==> src/rtl/irq_controller.sv <==
// irq_controller: N-channel interrupt controller with input synchronisation,
// per-channel edge/level mode, masking and a request/ack/eoi handshake that
// holds a stable vector.
// Optional build macro IRQ_NMI_EN: channel CHANNELS-1 becomes non-maskable.
module irq_controller #(
    parameter int unsigned CHANNELS    = 8,
    parameter int unsigned SYNC_STAGES = 2,
    localparam int unsigned VW         = $clog2(CHANNELS)
) (
    input  logic                clock,
    input  logic                reset_n,
    input  logic [CHANNELS-1:0] irq_in,
    input  logic [CHANNELS-1:0] edge_mode,
    input  logic                mask_wr,
    input  logic [CHANNELS-1:0] mask_d,
    output logic [CHANNELS-1:0] mask_q,
    input  logic                pend_set,
    input  logic                pend_clr,
    input  logic [CHANNELS-1:0] pend_d,
    output logic [CHANNELS-1:0] pending_q,
    output logic                irq_out,
    output logic [VW-1:0]       vector,
    input  logic                ack,
    input  logic                eoi,
    output logic                in_service
);

`ifdef IRQ_NMI_EN
    localparam logic [CHANNELS-1:0] NMI_SEL = {1'b1, {(CHANNELS-1){1'b0}}};
`else
    localparam logic [CHANNELS-1:0] NMI_SEL = '0;
`endif

    typedef enum logic [1:0] {
        ST_IDLE,
        ST_REQ,
        ST_SERVICE
    } state_t;

    state_t                               state_q, state_d;
    logic [SYNC_STAGES-1:0][CHANNELS-1:0] sync_q, sync_d;
    logic [CHANNELS-1:0]                  history_q, history_d;
    logic [CHANNELS-1:0]                  pending_d;
    logic [CHANNELS-1:0]                  mask_d_int;
    logic [VW-1:0]                        vector_q, vector_d;

    logic [CHANNELS-1:0] synced;
    logic [CHANNELS-1:0] hw_edge;
    logic [CHANNELS-1:0] active;
    logic [CHANNELS-1:0] clr_sel;
    logic [CHANNELS-1:0] set_sel;
    logic [CHANNELS-1:0] edge_next;
    logic [VW-1:0]       prio_vec;
    logic                ack_take;

    assign synced  = sync_q[SYNC_STAGES-1];
    assign hw_edge = synced & ~history_q;
    // The non-maskable channel ignores its mask bit; mask_q still reads back as written.
    assign active  = pending_q & (mask_q | NMI_SEL);

    // Synchroniser shift chain and edge history register inputs.
    always_comb begin
        sync_d    = '0;
        sync_d[0] = irq_in;
        for (int unsigned i = 1; i < SYNC_STAGES; i++) begin
            sync_d[i] = sync_q[i-1];
        end
        history_d = synced;
    end

    // Highest active index wins.
    always_comb begin
        prio_vec = '0;
        for (int unsigned i = 0; i < CHANNELS; i++) begin
            if (active[i]) begin
                prio_vec = VW'(i);
            end
        end
    end

    // Pending update: the ack-clear is folded into the clear select, so a set strobe
    // or a coincident hardware edge overrides both kinds of clear.
    always_comb begin
        ack_take = (state_q == ST_REQ) && active[vector_q] && ack;
        clr_sel  = pend_clr ? pend_d : '0;
        if (ack_take) begin
            clr_sel[vector_q] = 1'b1;
        end
        set_sel   = pend_set ? pend_d : '0;
        edge_next = (pending_q & ~clr_sel) | set_sel | hw_edge;
        pending_d = (edge_mode & edge_next) | (~edge_mode & synced);
    end

    // Mask register load.
    always_comb begin
        mask_d_int = mask_wr ? mask_d : mask_q;
    end

    // Request/acknowledge/end-of-interrupt sequencing with frozen vector.
    always_comb begin
        state_d  = state_q;
        vector_d = vector_q;
        case (state_q)
            ST_IDLE: begin
                if (|active) begin
                    vector_d = prio_vec;
                    state_d  = ST_REQ;
                end
            end
            ST_REQ: begin
                if (!active[vector_q]) begin
                    state_d = ST_IDLE;
                end else if (ack) begin
                    state_d = ST_SERVICE;
                end
            end
            ST_SERVICE: begin
                if (eoi) begin
                    state_d = ST_IDLE;
                end
            end
            default: state_d = ST_IDLE;
        endcase
    end

    // State registers with asynchronous active-low reset.
    always_ff @(posedge clock or negedge reset_n) begin
        if (!reset_n) begin
            state_q   <= ST_IDLE;
            sync_q    <= '0;
            history_q <= '0;
            pending_q <= '0;
            mask_q    <= '0;
            vector_q  <= '0;
        end else begin
            state_q   <= state_d;
            sync_q    <= sync_d;
            history_q <= history_d;
            pending_q <= pending_d;
            mask_q    <= mask_d_int;
            vector_q  <= vector_d;
        end
    end

    assign irq_out    = (state_q == ST_REQ);
    assign in_service = (state_q == ST_SERVICE);
    assign vector     = vector_q;

endmodule

==> config.mk <==
export PLATFORM = sky130hd
export DESIGN_NAME = irq_controller
export DESIGN_NICKNAME = d
export VERILOG_FILES = /design/src/rtl/irq_controller.sv
export SDC_FILE = /design/constraint.sdc
export NUM_CORES = 1
export LEC_CHECK = 0
export BUFFER_PORTS_ARGS = -buffer_cell sky130_fd_sc_hd__buf_4
export CAP_MARGIN = 5
export CORE_AREA = 2 2 60 62
export CTS_BUF_LIST = sky130_fd_sc_hd__clkbuf_8
export DETAILED_ROUTE_END_ITERATION = 8
export DIE_AREA = 0 0 62 64
export PLACE_DENSITY = 0.84
export SYNTH_ARGS = -nofsm -noshare
export SYNTH_HDL_FRONTEND = slang
export SYNTH_SLANG_ARGS = --single-unit
==> constraint.sdc <==
create_clock -name clock -period 3.31 [get_ports clock]
set_clock_uncertainty 0.05 [all_clocks]
set_input_delay 0.662 -clock clock [delete_from_list [all_inputs] [get_ports clock]]
set_output_delay 0.662 -clock clock [all_outputs]
set_load 0.01 [all_outputs]
### Word level (Yosys, flattened, before mapping)

Cells that the tools add are included.
W data, S select, Z words.

| word-level totals | value |
|---|---|
| register bits after elaboration | 45 |
| input bits | 39 |
| word-level logic and storage cells | 52 |

| operators by class | value |
|---|---|
| multiplexer cells | 19 |
| $lt $le $gt $ge | 2 |
| equal/unequal tests | 5 |
| reduce and logical (&&, ||, !) cells | 7 |
| bitwise logic cells | 12 |

Operator list:

| kind | count |
|---|---|
| $and A8 B8 Y8 | 5 |
| $or A8 B8 Y8 | 4 |
| $mux W8 | 3 |
| $not A8 Y8 | 3 |
| $mux W3 | 6 |
| $mux W2 | 4 |
| $reduce_or A8 Y1 | 1 |
| $pmux W2 S3 | 1 |
| $lt A3 B4 Y1 const B | 1 |
| $ne A2 B2 Y1 const B | 2 |
| $bmux W1 S3 | 1 |
| $demux W1 S3 | 1 |
| $ge A3 B1 Y1 const B | 1 |
| $logic_and A1 B1 Y1 | 3 |
| $mux W1 | 3 |
| $ne A3 B3 Y1 const B | 1 |
| $reduce_and A3 Y1 | 1 |
| $eq A2 B1 Y1 const B | 1 |
| $eq A2 B2 Y1 const B | 1 |
| $logic_not A2 Y1 | 1 |
| $reduce_and A2 Y1 | 1 |

### Longest topological paths before layout

Gate-level depths: netlist (run 1).

| depth | value |
|---|---|
| word-level depth | 12 |
| gate-level depth with buffers | 4 |

### Least setup slack after synthesis (run 1)

OpenSTA, ideal clock, no wires.

| timing | value |
|---|---|
| kind | register to register |
| start point | register vector_q[1], in the netlist vector[1] |
| end point | register state_q[1] |
| stages on the path, launching flop included | 4 |
| library setup time | 0.126 ns |
| data arrival time | 1.569 ns |
| period minus slack after synthesis | 1.745 ns |
| path buffers | 0 |
| path slack | 1.565 ns |
| required time | 3.134 ns |
| cells stage by stage | dfrtp_1 -> and4_2 -> or4_4 -> a221o_1 |

| on the way | value |
|---|---|
| word-level cells in the longest chain between the ends | 4 |
| elaborated cells on any way between the ends | 6 |

RTL lines:

| what | line | text |
|---|---|---|
| start: declaration | 45 | `logic [VW-1:0] vector_q, vector_d;` |
| start signal: assignment | 141 | `vector_q <= vector_d;` |
| $bmux W1 S3 (*) | 111 | `if (!active[vector_q]) begin` |
| $mux W1 (not written as such) (*) | 111 |  |
| $ne A3 B3 Y1 (no line) / $mux W2 (equally long branches) | -- |  |
| $reduce_and A3 Y1 (no line) / $pmux W2 S3 (equally long branches) | -- |  |
| end signal: assignment | 136 | `state_q <= state_d;` |
| end: declaration | 40 | `state_t state_q, state_d;` |

Every way passes the cells marked *; elsewhere a longest branch is shown, timed or not. The select of a mux whose other input is x is not followed.
A chain may end at the register's enable or synchronous reset.

### Final worst setup path (run 1)

Same ends and word-level chain as after synthesis.

==> results of run 1 <==
kinds of logic after synthesis:
logic type	after synthesis	synth area share [%]
AOI/OAI and AO/OA	25	12.4
buffers and inverters	3	0.638
DFF	45	63.8
muxes	11	6.95
and+or+nand+nor	51	16.2
layer usage:
metal / GRT usage (%) / part of all wire [%]
met1: 29.5 / 40
met2: 34.8 / 51
met3: 4.45 / 6.4
met4: 13.0 / 2.7
met5: 0 / 0
cell usage in the layout (no fill, tap or decap), types with 2 or more instances in the layout:
master / n
a221o_1: 8
a22oi_1: 2
a32oi_1: 9
and4_2: 2
and4b_1: 2
and4b_2: 2
buf_4: 59
bufinv_16: 2
clkbuf_8: 5
dfrtp_1: 45
mux2_2: 10
nand2_1: 32
nor2b_1: 3
o211ai_1: 2
or4_4: 2
per-stage QoR:
| stage | std cells | setup slack, ns | utilization [%] | total power [mW] |
|---|---|---|---|---|
| final | 245 | 1.46 | 72.8 | 1.56 |
| after global routing | 245 | 1.39 | 72.8 | 1.64 |
| after CTS | 245 | 1.47 | 72.8 | 1.56 |
| after detailed placement | 237 | 1.50 | 68.6 | 1.07 |
| after global placement | 237 | 1.57 | 68.6 | 1.05 |
| after floorplan | 135 | 1.57 | - | 0.885 |
cells in the mapped netlist:
library cell	number
a22o_1	1
and4b_1	2
and4bb_1	1
o21ai_1	1
nand2_1	32
mux2i_1	1
a32oi_1	9
and4bb_2	1
a221o_1	8
and4b_2	2
buf_1	1
and3_1	1
nor2_1	1
and3b_1	1
nand4_1	1
and4_2	2
nor2b_1	3
clkbuf_1	2
nand3_1	1
o21ai_0	1
o211ai_1	2
or4_4	2
dfrtp_1	45
a221o_2	1
a22oi_1	2
mux2_2	10
nand2b_1	1
power breakdown:
part / switching [mW] / total (mW) / internal [mW] / leakage, nW
Clock: 0.186 / 0.490 / 0.304 / 0.0687
Combinational: 0.165 / 0.372 / 0.207 / 0.548
Sequential: 0.0786 / 0.693 / 0.615 / 0.523
Total: 0.430 / 1.56 / 1.13 / 1.14
state kept, by name, indices dropped and copies added, names as in the netlist:
signal and flops:
mask_q 8, sync_d 8, history_d 8, pending_q 8, state_q 2, history_q 8
vector 3
area by class of cell:
cell class / count / area (um^2) / area share [%]
Clock buffer: 5 / 68.8 / 2.88
Clock inverter: 3 / 68.8 / 2.88
Multi-Input combinational cell: 87 / 627 / 26.2
Sequential cell: 45 / 1130 / 47.1
Tap cell: 46 / 57.6 / 2.41
Timing Repair Buffer: 59 / 443 / 18.5
worst paths after layout:
kind | end | depth (start not counted) | slack, ns | start
max in group asynchronous | history_d[3] | 1 | 2.54 | reset_n
worst min-delay path | mask_q[5] | 1 | 0.30 | reset_n
worst max-delay path | state_q[1] | 3 | 1.46 | vector[1]
min in group clock | history_d[6] | 0 | 0.30 | sync_d[14]
worst min register to register | history_d[6] | 0 | 0.30 | sync_d[14]
worst max register to register | state_q[1] | 3 | 1.46 | vector[1]
==> qor.csv, run 1 <==
stage,metric,value,unit
status,status,"finished, final reports clean",
finish,nets,237,
floorplanning,die-area,3970,um^2
synth,avgSynthCellArea,13.1,um^2
timing,tns,0,ns
clock_tree,cts_max_level,2,
grt,grt_max_degree,46,
synth,yosysSeqAreaShare,63.8,%
synth,synth_area_leader_cell,dfrtp_1,
synth,syn-num-nets,174,
clock_tree,clock_sinks,45,
critical_path,critical_path_class,flip-flop to flip-flop,
detailed_routing,wirelength,4070,um
critical_path,crit_slowest_cell,or4_4,
placement,port-buffer-count,59,
timing,fin_crit,1.85,ns
timing,post-route-period-util,56.0,%
floorplanning,initial_core_util,53.7,%
clock_tree,postCtsSetupBuffers,0,
critical_path,critPathLaunchType,flip-flop,
placement,dpl.hpwl,3090,um
worst_hold_path,hp-class,input port to async pin,
clock_tree,cts_tree,done,
detailed_routing,post_drt_wl_per_cell,16.6,um
finish,drive_gt1_share,42.7,%
grt,grt_usage,22.8,%
finish,antennaDiodeCount,0,
clock_tree,path_clk_slew,0.09,ns
clock_tree,root_buffer,clkbuf_8,
critical_path,critical-path-top-delay-family,simple AND/OR/NAND/NOR gates,
synth,ys_warn_count,0,
floorplanning,io_pins,60,
grt,grt_pass1_wl,6520,um
floorplanning,die_w,62,um
detailed_routing,dr_total_vias,1436,
floorplanning,fp-row-count,21,
clock_tree,clk_path_buf_depth,2,
timing,fmax,0.539,GHz
timing,timing_worst_slew_pin_value,0.541,ns
power,power_density,650,nW/um^2
detailed_routing,via_per_inst,5.86,
detailed_routing,drtPass1Iterations,4,
clock_tree,clock_latency,0.30,ns
synth,yosys-top-cells-area,"dfrtp_1 64%, nand2_1 6.8%, mux2_2 6.4%",
finish,design_area,2390,um^2
clock_tree,cts_buffers,5,
timing,setup_violations,0,
synth,syn_inst,135,
clock_tree,ctsHoldBuffers,0,
critical_path,path_max_fanout,10,
grt,gr-total-overflow,0,
job,cap_violations,0,
grt,first_global_vias,1429,
detailed_routing,postRouteAntennaNets,0,
critical_path,cpPeakStageDelay,0.53,ns
synth,synth_seq_cells,45,
critical_path,path_cells,"and4_2, or4_4, a221o_1",
critical_path,arrival,1.99,ns
floorplanning,dieHeight,64,um
finish,layout-area-overhead-vs-synth,35.5,%
timing,holdWs,0.297,ns
floorplanning,core,3280,um^2
timing,slew_headroom,64.0,%
timing,maxSlewViolCount,0,
grt,antenna_found_initial,0,
timing,rsz0062_at_grt,no,
critical_path,worst_setup_path_end_kind,flip-flop,
critical_path,path_buf_inv,0,
synth,synth_area,1760,um^2
placement,place_congestion,0.830,
placement,placed_cell_area,2250,um^2
synth,synth_cell_types,27,
detailed_routing,drcViolationCount,0,
synth,synth_top_area_share,63.8,%
power,ir_worst_vdd,0.445,mV
detailed_routing,drt-initial-drc-count,57,
finish,fillCellCount,224,
timing,timing.final.hold_violations,0,
critical_path,required,3.44,ns
power,power.leakage,1.14,nW
clock_tree,cts.repair.resized,0,
(Power assumes the default switching activity.)
==> run 2, diff against run 1 <==
- CORE_AREA: 2 2 60 62 -> 2 2 62 64
- DIE_AREA: 0 0 62 64 -> 0 0 64 66
- PLACE_DENSITY: 0.84 -> 0.79
- clock period: 3.31 -> 1.8 ns (I/O delays scaled with it)
==> run 2 against run 1 <==
The run now ends with hold timing left. Die area is 6.5% higher. Core utilization is 6.3 points lower. Clock-buffer cell count stayed put. Setup slack worse by 1.4 ns. Power is 67% higher. Critical path depth stayed put. Register-to-register slack worse by 1.4 ns. Critical endpoint unchanged.
==> qor.csv, run 2 (same netlist as run 1, synthesis figures left out) <==
stage,metric,value,unit,change
critical_path,required,1.94,ns,-1.50 ns
status,violations,hold timing,,
detailed_routing,drtPass1Iterations,4,,unchanged
floorplanning,fp-row-count,22,,+4.8%
grt,gr-total-overflow,0,,unchanged
floorplanning,initial_core_util,49.7,%,-4.0 points
finish,layoutNonFillerInstCount,249,,+1.6%
power,ir_worst_vdd,0.677,mV,+52%
critical_path,path_cells,"and4_2, or4_4, a221o_1",,
critical_path,path_max_fanout,10,,unchanged
grt,first_global_vias,1438,,+0.63%
detailed_routing,postRouteAntennaNets,0,,unchanged
critical_path,crit_start,vector[1],,
detailed_routing,dr_total_vias,1408,,-1.9%
clock_tree,cts.repair.resized,0,,unchanged
clock_tree,clock_sinks,45,,unchanged
timing,setup_violations,0,,unchanged
finish,fillCellCount,279,,+25%
placement,place_congestion,0.792,,-4.5%
finish,nets,239,,+0.84%
finish,final_cell_mix,"61 x buf_4, 44 x dfrtp_1, 32 x nand2_1",,
placement,port-buffer-count,59,,unchanged
timing,timing_worst_slew_pin_value,0.543,ns,+0.00209 ns
status,status,"finished, violations left",,
critical_path,arrival,1.92,ns,-0.07 ns
placement,dpl.hpwl,3070,um,-0.52%
clock_tree,root_buffer,clkbuf_8,,
critical_path,worst_setup_path_end_kind,flip-flop,,
floorplanning,die-area,4220,um^2,+6.5%
detailed_routing,post_drt_wl_per_cell,16.5,um,-0.78%
finish,layout-area-overhead-vs-synth,33.9,%,
floorplanning,core,3550,um^2,+8.1%
worst_hold_path,hp-class,input port to async pin,,
timing,timing.final.hold_violations,10,,+10
clock_tree,postCtsSetupBuffers,0,,unchanged
clock_tree,cts_tree,done,,
finish,antennaDiodeCount,0,,unchanged
clock_tree,cts_max_level,2,,unchanged
floorplanning,die_w,64,um,+3.2%
clock_tree,path_clk_slew,0.09,ns,about the same
critical_path,critical_path_class,flip-flop to flip-flop,,
detailed_routing,drt-initial-drc-count,63,,+11%
detailed_routing,wirelength,4100,um,+0.84%
timing,holdWs,-0.0161,ns,-0.313 ns
power,p_total,2.60,mW,+67%
floorplanning,dieHeight,66,um,+3.1%
timing,fmax,0.562,GHz,+4.2%
timing,post-route-period-util,98.8,%,+43 points
critical_path,r2r-start,vector[1],,
critical_path,crit_path_end,state_q[1],,
clock_tree,clock_latency,0.30,ns,about the same
timing,tns,0,ns,unchanged
job,cap_violations,0,,unchanged
clock_tree,cts_buffers,5,,unchanged
grt,grt_pass1_wl,6750,um,+3.5%
critical_path,reg2reg_setup_slack,0.02,ns,-1.44 ns
detailed_routing,drcViolationCount,0,,unchanged
clock_tree,ctsHoldBuffers,0,,unchanged
critical_path,reg2regPathDepth,3,,unchanged
floorplanning,io_pins,60,,unchanged
clock_tree,clk_path_buf_depth,2,,unchanged
detailed_routing,via_per_inst,5.65,,-3.5%
finish,layout_commonest_cell,buf_4,,
critical_path,reg2reg_to,state_q[1],,
power,power_density,1100,nW/um^2,+69%
finish,drive_gt1_share,43.8,%,+1.1 points
grt,antenna_found_initial,0,,unchanged
critical_path,critPathLaunchType,flip-flop,,
critical_path,crit_slowest_cell,or4_4,,
timing,fin_crit,1.78,ns,-0.0746 ns
grt,grt_usage,21.3,%,-1.5 points
grt,grt_max_degree,46,,unchanged
placement,placed_cell_area,2270,um^2,+0.78%
placement,post-place-cells,241,,+1.7%
timing,maxSlewViolCount,0,,unchanged
critical_path,cpPeakStageDelay,0.54,ns,about the same
timing,slew_headroom,63.8,%,-0.14 points
finish,design_area,2360,um^2,-1.2%
power,power.leakage,1.12,nW,-1.4%
timing,rsz0062_at_grt,no,,
run 2: changes by cell type in the layout (fill, tap and decap cells not counted), sizes merged:
cell	before	now
buf	59	61
clkinv	0	1
bufinv	2	0
clkinvlp	0	1
run 2: worst min-delay path by stage:
stage / slack, ns / start / to
global route: 0.03 / reset_n / mask_q[6]
detailed placement: 0.28 / sync_d[10] / history_d[2]
floorplan: 0.01 / reset_n / history_d[0]
global placement: 0.28 / sync_d[13] / history_d[5]
finish: -0.02 / reset_n / pending_q[5]
CTS: 0.007 / reset_n / mask_q[5]
run 2: per-stage QoR:
stage	utilization, %	setup slack, ns	hold WS [ns]
2_1_floorplan	-	0.0555	0.0144
3_3_place_gp	64.0	0.0549	0.283
3_5_place_dp	64.0	0.0195	0.285
4_1_cts	66.5	0.0138	0.00651
5_1_grt	66.5	0.00814	0.0272
6_report	66.5	0.0209	-0.0161
run 2: where the power goes:
group	internal, mW	total (mW)	switching, mW
clock network	0.275	0.617	0.342
logic	0.401	0.715	0.314
registers	1.13	1.27	0.138
run 2: final cells by class:
type / count / area (um^2) / share of cell area (%)
multi-input cells: 87 / 627 / 26.5
flip-flops and latches: 45 / 1130 / 47.7
repair buffers: 61 / 458 / 19.4
clock buffers: 5 / 68.8 / 2.91
clock inverters: 3 / 21.3 / 0.900
well taps: 48 / 60.1 / 2.54
run 2: per-layer routing:
layer	part of all wire (%)	wire, um	global-route usage, %	up-vias
li1	-	-	-	641
met1	40	1650	26.9	691
met2	50	2060	35.8	66
met3	7.5	308	5.96	10
met4	2.1	85	6.25	0
met5	0	0	0	-
run 2: worst max-delay path: cells and delay by family, from the launching register on:
family / cells / cell delay (ns)
AOI/OAI and AO/OA: 1 / 0.35
DFF: 1 / 0.47
and+or+nand+nor: 2 / 0.80
==> run 3, diff against run 2 <==
- CORE_AREA: 2 2 62 64 -> 2 2 64 66
- DIE_AREA: 0 0 64 66 -> 0 0 66 68
- PLACE_DENSITY: 0.79 -> 0.8
==> run 3 against run 2 <==
The run still ends with hold timing left. Sequential share of layout area fell by 0.69 points. Power rose by 7.6%. Wire length rose by 3.7%. Core utilization fell by 4.3 points. Cell count rose by 0.80%. Clock power rose by 26%. Largest cell class unchanged. Critical endpoint unchanged. Clock-buffer cell count rose by 1. Hold slack got worse by 0.0021 ns. Maximum frequency rose by 0.52%.
==> qor.csv, run 3 (same netlist as run 1, synthesis figures left out) <==
stage,metric,value,unit,change
status,status,"finished, violations left",,
status,violations,hold timing,,
critical_path,critical_path_class,flip-flop to flip-flop,,
timing,maxSlewViolCount,0,,unchanged
detailed_routing,via_per_inst,5.73,,+1.2%
critical_path,path_max_fanout,6,,-4
critical_path,worst_setup_path_end_kind,flip-flop,,
floorplanning,io_pins,60,,unchanged
timing,fmax,0.565,GHz,+0.52%
finish,drive_gt1_share,44.3,%,+0.50 points
timing,timing_worst_slew_pin_value,0.542,ns,-0.000153 ns
clock_tree,clk_path_buf_depth,2,,unchanged
job,cap_violations,0,,unchanged
critical_path,arrival,1.91,ns,about the same
floorplanning,dieHeight,68,um,+3.0%
timing,post-route-period-util,98.3,%,-0.51 points
critical_path,cpPeakStageDelay,0.48,ns,-0.06 ns
critical_path,required,1.94,ns,about the same
finish,multiInputGateArea,627,um^2,unchanged
placement,place_congestion,0.869,,+9.7%
finish,fillCellCount,312,,+12%
finish,layoutNonFillerInstCount,251,,+0.80%
clock_tree,clock_latency,0.30,ns,about the same
detailed_routing,postRouteAntennaNets,0,,unchanged
floorplanning,die-area,4490,um^2,+6.3%
finish,nets,239,,unchanged
finish,layout_commonest_cell,buf_4,,
clock_tree,cts_buffers,5,,unchanged
floorplanning,die_w,66,um,+3.1%
power,power.leakage,1.14,nW,+1.2%
clock_tree,cts_tree,done,,
grt,grt_max_degree,46,,unchanged
detailed_routing,post_drt_wl_per_cell,16.9,um,+2.9%
power,power_density,1170,nW/um^2,+5.9%
timing,rsz0062_at_grt,yes,,
detailed_routing,drcViolationCount,0,,unchanged
finish,antennaDiodeCount,0,,unchanged
grt,antenna_found_initial,0,,unchanged
clock_tree,path_clk_slew,0.08,ns,about the same
detailed_routing,dr_total_vias,1437,,+2.1%
critical_path,critPathLaunchType,flip-flop,,
finish,final_cell_mix,"60 x buf_4, 43 x dfrtp_1, 32 x nand2_1",,
timing,holdWs,-0.0182,ns,-0.00210 ns
placement,post-place-cells,242,,+0.41%
clock_tree,clock_sinks,45,,unchanged
timing,setup_violations,0,,unchanged
floorplanning,fp-row-count,23,,+4.5%
clock_tree,cts_max_level,2,,unchanged
detailed_routing,wirelength,4250,um,+3.7%
grt,grt_usage,19.4,%,-1.9 points
finish,final_util,62.2,%,-4.3 points
detailed_routing,drt-initial-drc-count,106,,+68%
timing,fin_crit,1.77,ns,-0.00913 ns
critical_path,crit_slowest_cell,or4_4,,
clock_tree,ctsHoldBuffers,0,,unchanged
placement,port-buffer-count,59,,unchanged
finish,layout-area-overhead-vs-synth,36.0,%,
grt,grt_pass1_wl,6470,um,-4.2%
floorplanning,initial_core_util,45.7,%,-3.9 points
timing,timing.final.hold_violations,14,,+4
power,ir_worst_vdd,0.637,mV,-5.9%
critical_path,reg2regPathDepth,4,,+1
grt,gr-total-overflow,0,,unchanged
detailed_routing,drtPass1Iterations,4,,unchanged
floorplanning,core,3860,um^2,+8.6%
placement,dpl.hpwl,3170,um,+3.2%
finish,regArea,1130,um^2,+0.11%
grt,first_global_vias,1402,,-2.5%
timing,slew_headroom,63.8,%,about the same
clock_tree,root_buffer,clkbuf_8,,
critical_path,path_cells,"buf_6, and4b_2, or4_4, a221o_1",,
worst_hold_path,hp-class,input port to async pin,,
## run 3: cell count changes in the layout (fill, tap and decap cells not counted), sizes merged
cell | previous run | this run
bufinv | 0 | 1
clkbuf | 5 | 6
clkinv | 1 | 0
inv | 1 | 0
## run 3: timing repair
item,in CTS,in global routing
resized for setup,3,2
pin swaps,0,2
endpoints found under the setup margin,1,3
buffers inserted,1,0
## run 3: final cells by class
type / instances / share of cell area (%)
sequential: 45 / 47.0
clock inverter: 2 / 1.56
timing repair buffer: 61 / 19.2
clock buffer: 6 / 3.44
tap: 50 / 2.61
multi-input combinational: 87 / 26.1
## run 3: final timing paths
kind / start / endpoint / slack, ns
max in group asynchronous: reset_n / vector[0] / 1.31
hold / removal: reset_n / mask_q[1] / -0.02
min in group clock: irq_in[5] / sync_d[13] / 0.11
hold reg to reg: sync_d[10] / history_d[2] / 0.30
setup reg to reg: vector[1] / state_q[1] / 0.03
setup / recovery: vector[1] / state_q[1] / 0.03
## run 3: through the flow
| stage | total power [mW] | setup TNS (ns) | setup slack [ns] | hold slack (ns) | instance area [um^2] |
|---|---|---|---|---|---|
| 6_report | 2.80 | 0 | 0.0300 | -0.0182 | 2400 |
| 5_1_grt | 2.93 | -0.00974 | -0.00974 | 0.0246 | 2400 |
| 4_1_cts | 2.81 | 0 | 0.00485 | 0.00789 | 2400 |
| 3_5_place_dp | 1.99 | -0.000626 | -0.000626 | 0.285 | 2270 |
| 3_3_place_gp | 1.95 | 0 | 0.0607 | 0.283 | 2270 |
| 2_1_floorplan | 1.63 | 0 | 0.0555 | 0.0144 | 1760 |
## run 3: per-layer routing
metal | part of all wire, % | routed length, um | global-route usage, % | up-vias
li1 | - | - | - | 640
met1 | 39 | 1670 | 22.6 | 708
met2 | 51 | 2180 | 33.3 | 76
met3 | 6.7 | 287 | 4.93 | 13
met4 | 2.8 | 119 | 10.2 | 0
met5 | 0 | 0 | 0 | -
## run 3: worst max-delay path, delay by kind of cell, from the launching register on
kind,cells,cell delay (ns)
AND/OR/NAND/NOR,2,0.71
AO/OA/AOI/OAI,1,0.33
flip-flops,1,0.43
buffers and inverters,1,0.13
## run 3: where the power goes
group	switching (mW)	internal [mW]	total, mW
combinational	0.327	0.419	0.746
sequential	0.139	1.14	1.27
clock	0.329	0.451	0.780
total	0.795	2.01	2.80
